### src/rtl/pc_stack.sv
// pc_stack: program counter with an integrated circular return-address stack.
// Per-cycle priority: reset > load > call > ret > inc > hold.
// Optional feature macro: PC_STACK_TRAP_EN
//   defined   -> call-when-full / ret-when-empty are rejected and set sticky err
//   undefined -> wrap mode: overflow overwrites oldest entry, underflow jumps to
//                RESET_VEC; err is tied low
module pc_stack #(
   parameter int unsigned      WIDTH     = 16,
   parameter int unsigned      DEPTH     = 8,
   parameter logic [WIDTH-1:0] RESET_VEC = '0
) (
   input  logic                     clk,
   input  logic                     reset,
   input  logic [WIDTH-1:0]         in,
   input  logic                     load,
   input  logic                     call,
   input  logic                     ret,
   input  logic                     inc,
   output logic [WIDTH-1:0]         out,
   output logic [$clog2(DEPTH):0]   depth,
   output logic                     full,
   output logic                     empty,
   output logic                     err
);

   localparam int unsigned AW = $clog2(DEPTH);
   localparam int unsigned DW = AW + 1;
   localparam logic [DW-1:0] FULL_CNT = DW'(DEPTH);

   typedef enum logic [2:0] {
      OP_HOLD,
      OP_LOAD,
      OP_CALL,
      OP_RET,
      OP_INC
   } op_e;

   op_e              op;
   logic [WIDTH-1:0] pc_q, pc_d;
   logic [WIDTH-1:0] pc_plus1;
   logic [AW-1:0]    wp_q, wp_d;
   logic [AW-1:0]    rd_ptr;
   logic [DW-1:0]    cnt_q, cnt_d;
   logic             push;
   logic             is_full;
   logic             is_empty;
   logic [WIDTH-1:0] mem [DEPTH];

   assign pc_plus1 = pc_q + WIDTH'(1);
   assign rd_ptr   = wp_q - AW'(1);
   assign is_full  = (cnt_q == FULL_CNT);
   assign is_empty = (cnt_q == '0);

   assign out   = pc_q;
   assign depth = cnt_q;
   assign full  = is_full;
   assign empty = is_empty;

   // Priority decode: only the highest-priority request acts this cycle
   always_comb begin
      op = OP_HOLD;
      if (load)
         op = OP_LOAD;
      else if (call)
         op = OP_CALL;
      else if (ret)
         op = OP_RET;
      else if (inc)
         op = OP_INC;
   end

`ifdef PC_STACK_TRAP_EN
   logic trap;
   logic err_q;

   // Next PC / stack pointer / occupancy; overflow and underflow are rejected
   always_comb begin
      pc_d  = pc_q;
      wp_d  = wp_q;
      cnt_d = cnt_q;
      push  = 1'b0;
      trap  = 1'b0;
      case (op)
         OP_LOAD: pc_d = in;
         OP_CALL: begin
            if (is_full) begin
               trap = 1'b1;
            end else begin
               push  = 1'b1;
               pc_d  = in;
               wp_d  = wp_q + AW'(1);
               cnt_d = cnt_q + DW'(1);
            end
         end
         OP_RET: begin
            if (is_empty) begin
               trap = 1'b1;
            end else begin
               pc_d  = mem[rd_ptr];
               wp_d  = rd_ptr;
               cnt_d = cnt_q - DW'(1);
            end
         end
         OP_INC:  pc_d = pc_plus1;
         default: pc_d = pc_q;
      endcase
   end

   // Sticky error flag, cleared only by reset
   always_ff @(posedge clk) begin
      if (reset)
         err_q <= 1'b0;
      else if (trap)
         err_q <= 1'b1;
   end

   assign err = err_q;
`else
   // Next PC / stack pointer / occupancy; overflow overwrites oldest entry
   always_comb begin
      pc_d  = pc_q;
      wp_d  = wp_q;
      cnt_d = cnt_q;
      push  = 1'b0;
      case (op)
         OP_LOAD: pc_d = in;
         OP_CALL: begin
            // Pointer always advances; occupancy saturates at DEPTH so the
            // oldest entry is silently replaced.
            push = 1'b1;
            pc_d = in;
            wp_d = wp_q + AW'(1);
            if (!is_full)
               cnt_d = cnt_q + DW'(1);
         end
         OP_RET: begin
            if (is_empty) begin
               pc_d = RESET_VEC;
            end else begin
               pc_d  = mem[rd_ptr];
               wp_d  = rd_ptr;
               cnt_d = cnt_q - DW'(1);
            end
         end
         OP_INC:  pc_d = pc_plus1;
         default: pc_d = pc_q;
      endcase
   end

   assign err = 1'b0;
`endif

   // PC, write pointer and occupancy registers
   always_ff @(posedge clk) begin
      if (reset) begin
         pc_q  <= RESET_VEC;
         wp_q  <= '0;
         cnt_q <= '0;
      end else begin
         pc_q  <= pc_d;
         wp_q  <= wp_d;
         cnt_q <= cnt_d;
      end
   end

   // Return-address storage; contents survive reset, only occupancy is cleared
   always_ff @(posedge clk) begin
      if (push && !reset)
         mem[wp_q] <= pc_plus1;
   end

endmodule

### config.mk
export PLATFORM = sky130hd
export DESIGN_NAME = pc_stack
export DESIGN_NICKNAME = d
export VERILOG_FILES = /design/src/rtl/pc_stack.sv
export SDC_FILE = /design/constraint.sdc
export NUM_CORES = 1
export LEC_CHECK = 0
export ABC_CLOCK_PERIOD_IN_PS = 4900
export CORE_UTILIZATION = 30
export DETAILED_ROUTE_END_ITERATION = 8
export PLACE_DENSITY = 0.51
export SETUP_SLACK_MARGIN = 0.5
export SLEW_MARGIN = 10
export SYNTH_ARGS = -nofsm -noshare
export SYNTH_HDL_FRONTEND = slang
export SYNTH_SLANG_ARGS = --single-unit
export TNS_END_PERCENT = 50
### constraint.sdc
create_clock -name clk -period 4.9 [get_ports clk]
set_input_delay 0.98 -clock clk [delete_from_list [all_inputs] [get_ports clk]]
set_output_delay 0.98 -clock clk [all_outputs]
set_load 0.01 [all_outputs]
==> impl_metrics.json, run 1 <==
{
  "status": "completed",
  "die_x_um": 150,
  "antenna_found_initial": 0,
  "dieHeight_um": 150,
  "grt_pass1_vias": 3943,
  "setup_viol_count_final": 0,
  "synth_top_cell_by_area": "edfxtp_1",
  "h-tree-depth": 4,
  "clkLatencyLatePin_ps": 420,
  "hold_class": "register to register",
  "fin_setup_tns_ps": 0,
  "post_drt_wl_per_cell_um": 20.7,
  "overflow": 0,
  "path_clk_slew_ps": 60,
  "async_reset_ff_share_pct": 0,
  "drc": 0,
  "dr.pass1.iters": 5,
  "drt_iter0_drc": 266,
  "ys_warn_count": 0,
  "netlist_area_um2": 6560,
  "syn_to_final_growth_pct": 20.8,
  "finalWirelength_um": 15600,
  "gp_congestion": 0.777,
  "fp.coreArea_um2": 21200,
  "synth.area.top_cells": "edfxtp_1 59%, mux4_2 10%, dfxtp_1 7.0%, xnor2_1 2.4%, nor2_1 1.8%",
  "track_usage_pct": 14.9,
  "synthAdderAreaFrac_pct": 0.763,
  "synth_cell_types": 54,
  "clock-sinks": 151,
  "max-slew-margin-rel_pct": 46.7,
  "ant_nets": 0,
  "fill_cells": 1972,
  "cts_made_buffers": 17,
  "synthesis.nets": 436,
  "hold_buffers": 0,
  "viasPerCell": 4.99,
  "worstSetupEndpointType": "register",
  "power.density_nw_per_um2": 410,
  "worst_pin_slew_ps": 793,
  "yosys.area_share.simple_pct": 8.10,
  "cts_tree": "done",
  "row_count": 53,
  "rsz0062_at_grt": "false",
  "synth_flop_cell": "edfxtp_1",
  "post-place-ws_ps": 1450,
  "maxCapViolCount": 0,
  "fin_ws_ps": 1920,
  "peakVddDrop_mv": 0.245,
  "vias": 3750,
  "p_leak_nw": 2.56,
  "num_antenna_cells": 0,
  "synthCells": 410,
  "synthXorXnorAreaFrac_pct": 3.62,
  "num_io_pins": 45,
  "grt_pass1_wl_um": 23800,
  "avgSynthCellArea_um2": 16.0,
  "critPathLaunchType": "primary input",
  "grt_max_degree": 34,
  "fin_skew_ps": 9.04,
  "fin_crit_sh_pct": 60.9,
  "max_freq_mhz": 335,
  "synth_top_area_share_pct": 58.6,
  "dp_hpwl_um": 10100,
  "worst_ep_arrival_time_ps": 3290,
  "fin_crit_ps": 2980,
  "io_buffers": 43,
  "synth-compound-area-share_pct": 5.51,
  "ctsResizeCount": 0,
  "nNetsFinal": 489,
  "synth-edff-count": 128,
  "ys_ff_latch": 151,
  "finalHoldViolations": 0,
  "drv_slew": 0,
  "cts-root-buf": "clkbuf_16",
  "start_util_pct": 30.9,
  "synth_mux_area_share_pct": 13.1,
  "dieArea_um2": 22500,
  "crit_required_ps": 5210,
  "synth_top_family_by_area": "multiplexers",
  "synth_seq_area_share_pct": 65.6,
  "crit_type": "primary input to register",
  "drive_above_1_share_pct": 21.2,
  "path_max_fanout": 12,
  "cts_max_path_buffers": 2,
  "cts_setup_buffers": 0
}
-- critical path: stages --
cell and delay (ps):
clkdlybuf4s50_1 700, or3b_4 550, xnor2_1 170, ha_1 200, or3_1 340, a21oi_1 170
xnor2_1 140, nor2_1 50
-- flip-flops by register name, summed over array words and instances (netlist names) --
name   cells
wp_q       3
mem      128
depth      4
out       16
-- cell type report --
class                      instances  area (um2)  share of cell area, %
multi-input combinational        225        2060                   25.9
timing repair buffer              55         520                   6.57
inverter                          13        53.8                  0.679
tap                              275         344                   4.34
clock inverter                    12         200                   2.53
clock buffer                      20         447                   5.64
sequential                       151        4310                   54.3
-- routing by layer --
metal	vias to the layer above	routed length, um	track usage (%)
met3	21	497	2.93
met2	83	7620	23.9
met4	0	267	5.66
li1	1725	-	-
met1	1921	7190	19.9
met5	-	0	0
-- worst paths after layout --
check | endpoint | startpoint | slack (ps) | cells after the start
hold reg to reg | out[10] | out[10] | 560 | 2
hold / removal | out[10] | out[10] | 560 | 2
setup / recovery | depth[2] | ret | 1920 | 8
setup reg to reg | out[14] | wp_q[1] | 2250 | 7
-- cells in the final DEF, fill, tap and decap left out, drive strengths merged, types with 4 or more instances in the layout --
cell / netlist / final
nand3: 9 / 9
clkbuf: 10 / 20
bufinv: 0 / 5
xor2: 7 / 7
mux4: 32 / 32
mux2: 10 / 10
ha: 4 / 4
clkdlybuf4s50: 0 / 43
xnor2: 18 / 18
buf: 11 / 12
o31ai: 4 / 4
a22o: 5 / 5
inv: 12 / 12
nor4: 6 / 6
edfxtp: 128 / 128
nor3: 15 / 15
clkinv: 1 / 5
dfxtp: 23 / 23
a21oi: 8 / 8
a211oi: 9 / 9
nand2: 23 / 23
a221oi: 4 / 4
nor2: 32 / 32
-- where the power goes --
| part | internal (mW) | switching (mW) |
|---|---|---|
| Combinational | 0.177 | 0.193 |
| Sequential | 1.43 | 0.0272 |
| Clock | 0.916 | 0.506 |
| Total | 2.52 | 0.727 |
-- stage by stage --
| stage | utilization (%) | hold WS [ps] | cell area, um2 | instances | power (mW) |
|---|---|---|---|---|---|
| floorplan | - | 540 | 6560 | 410 | 1.74 |
| global placement | 34.3 | 549 | 7280 | 719 | 1.85 |
| detailed placement | 34.3 | 556 | 7280 | 719 | 1.86 |
| CTS | 37.4 | 566 | 7930 | 751 | 3.27 |
| global route | 37.4 | 581 | 7930 | 751 | 3.35 |
| finish | 37.4 | 564 | 7930 | 751 | 3.25 |
-- cells in the mapped netlist, drive strengths merged, types with 2 or more instances --
master,number
a2111oi,2
dfxtp,23
o31ai,4
xor2,7
nor3,15
nor4,6
inv,12
mux2,10
nor2,32
nand2,23
nand3,9
edfxtp,128
o221ai,3
a31oi,2
or3,3
xnor2,18
a22o,5
nor3b,2
a211oi,9
nand4,3
a222oi,3
and3,2
a21o,2
buf,11
a221oi,4
mux2i,2
clkbuf,10
a21oi,8
ha,4
a22oi,2
or2,3
mux4,32
-- cells by family (layout without fill, tap and decap cells) --
kind of cell | after synthesis | in the layout
mux | 44 | 44
compound gates | 47 | 47
simple gates | 104 | 104
xor+xnor | 25 | 25
other cells | 1 | 1
buf+inv | 34 | 100
flops | 151 | 151
fa+ha+maj | 4 | 4
(Power assumes the default switching activity.)
==> run 2, diff against run 1 <==
--- a/config.mk
+++ b/config.mk
@@ -5,7 +5,7 @@
 export SDC_FILE = /design/constraint.sdc
 export NUM_CORES = 1
 export LEC_CHECK = 0
-export ABC_CLOCK_PERIOD_IN_PS = 4900
+export ABC_CLOCK_PERIOD_IN_PS = 2900
 export CORE_UTILIZATION = 30
 export DETAILED_ROUTE_END_ITERATION = 8
 export PLACE_DENSITY = 0.51
==> constraint.sdc (replaced) <==
create_clock -name clk -period 2.9 [get_ports clk]
set_input_delay 0.58 -clock clk [delete_from_list [all_inputs] [get_ports clk]]
set_output_delay 0.58 -clock clk [all_outputs]
set_load 0.01 [all_outputs]
==> run 2 against run 1 <==
  * First-iteration DRC count rose by 33%
  * Via count rose by 4.9%
  * Worst hold slack improved by 14 ps
  * Sequential cell count did not move
  * Count of clock-buffer cells in the layout fell by 3
  * Clock power rose by 51%
  * Non-clock buffer count rose by 23
  * Clock skew rose by 6.2 ps
  * Critical endpoint is now full
  * Sequential share of layout area fell by 1.0 points
  * Critical path depth fell by 5
  * Utilization rose by 0.71 points
  * Highest routed layer unchanged
  * Die area did not move
==> impl_metrics.json, run 2 (same netlist as run 1, synthesis figures left out) <==
{
  "status": "completed",
  "fp.coreArea_um2": 21200,
  "h-tree-depth": 4,
  "die_x_um": 150,
  "drive_above_1_share_pct": 26.3,
  "cpPeakStageDelay_ps": 540,
  "power.density_nw_per_um2": 652,
  "worst_pin_slew_ps": 796,
  "max-slew-margin-rel_pct": 46.6,
  "largest_reg_flops": 128,
  "fin_util_pct": 38.1,
  "r2r_setup_slack_ps": 610,
  "num_io_pins": 45,
  "grt_pass1_vias": 4042,
  "fin_setup_tns_ps": 0,
  "start_util_pct": 30.9,
  "fin_skew_ps": 15.3,
  "cp_cell_sequence": "nor3_4 > and2_2 > clkdlybuf4s50_1",
  "worstSetupEndpointType": "output port",
  "final_common_cell": "edfxtp_1",
  "dieHeight_um": 150,
  "num_antenna_cells": 0,
  "antenna_found_initial": 0,
  "finalHoldViolations": 0,
  "hold_class": "register to register",
  "row_count": 53,
  "gp_congestion": 0.828,
  "syn_to_final_growth_pct": 23.1,
  "crit_end": "full",
  "startpoint": "depth[2]",
  "critPathLaunchType": "register",
  "rsz0062_at_grt": "true",
  "clock-sinks": 151,
  "dr.pass1.iters": 4,
  "cts_made_buffers": 17,
  "path_depth": 3,
  "overflow": 0,
  "worst_ep_arrival_time_ps": 1770,
  "post_drt_wl_per_cell_um": 21.9,
  "post-place-ws_ps": 215,
  "maxCapViolCount": 0,
  "dp_hpwl_um": 11300,
  "layout_common_cells": "128 x edfxtp_1, 42 x clkdlybuf4s50_1, 33 x buf_4",
  "io_buffers": 43,
  "cts-root-buf": "clkbuf_16",
  "clkLatencyLatePin_ps": 420,
  "crit_family": "buffers and inverters",
  "largest-register": "mem",
  "fin_crit_ps": 2350,
  "grt_max_degree": 34,
  "dieArea_um2": 22500,
  "max_freq_mhz": 425,
  "path_max_fanout": 5,
  "path_clk_slew_ps": 60,
  "reg2reg_from": "wp_q[0]",
  "fin_ws_ps": 548,
  "fin_crit_sh_pct": 81.1,
  "viasPerCell": 5.08,
  "cts_tree": "done",
  "finalWirelength_um": 16900,
  "vias": 3932,
  "slowest_stage": "clkdlybuf4s50_1",
  "crit_required_ps": 2320,
  "reg2reg_to": "out[13]",
  "grt_pass1_wl_um": 25400,
  "drt_iter0_drc": 354,
  "p_leak_nw": 2.65,
  "peakVddDrop_mv": 0.439,
  "power_mw": 5.27,
  "track_usage_pct": 16.1,
  "crit_type": "register to output port",
  "ant_nets": 0,
  "reg2regPathDepth": 7,
  "drv_slew": 0,
  "drc": 0,
  "nNetsFinal": 512,
  "path_buf_inv": 1,
  "setup_viol_count_final": 0,
  "cts_max_path_buffers": 2
}
## run 2: worst min-delay path by stage
stage | from | endpoint | slack (ps) | depth (start not counted)
global placement | out[1] | out[1] | 570 | 2
CTS | out[1] | out[1] | 580 | 2
floorplan | out[1] | out[1] | 550 | 2
global route | wp_q[1] | wp_q[1] | 590 | 2
detailed placement | out[1] | out[1] | 570 | 2
finish | out[1] | out[1] | 580 | 2
## run 2: timing repair
item | CTS | global route
buffers inserted | 0 | 3
resized for setup | 2 | 7
endpoints found under the setup margin | 4 | 30
pin swaps | 1 | 0
hold buffers | 0 | 0
## run 2: area by class of cell
| cell class | count | area [um2] |
|---|---|---|
| Clock buffer | 17 | 425 |
| Clock inverter | 15 | 145 |
| Fill cell | 2005 | 13100 |
| Inverter | 13 | 53.8 |
| Multi-Input combinational cell | 225 | 2090 |
| Sequential cell | 151 | 4310 |
| Tap cell | 275 | 344 |
| Timing Repair Buffer | 78 | 708 |
## run 2: per-layer routing
layer / wire [um] / vias to the layer above / global-route usage (%)
met5: 0 / - / 0
met4: 348 / 0 / 6.67
met2: 8610 / 128 / 26.7
met3: 736 / 20 / 2.96
met1: 7220 / 2013 / 20.7
li1: - / 1771 / -
## run 2: power by group
part           internal [mW]  switching (mW)  total [mW]
registers               2.41          0.0496        2.46
clock network           1.20           0.936        2.14
logic                  0.324           0.346       0.670
## run 2: stage by stage
step	cell area, um2	hold WS (ps)	cells
CTS	8020	580	771
global route	8080	594	774
finish	8080	578	774
detailed placement	7440	567	739
floorplan	6570	548	410
global placement	7440	573	739
## run 2: worst min-delay path, cell delays in order, from the launching register on
cell and delay, ps:
dfxtp_1 370, nor2_1 120, nor3_1 50
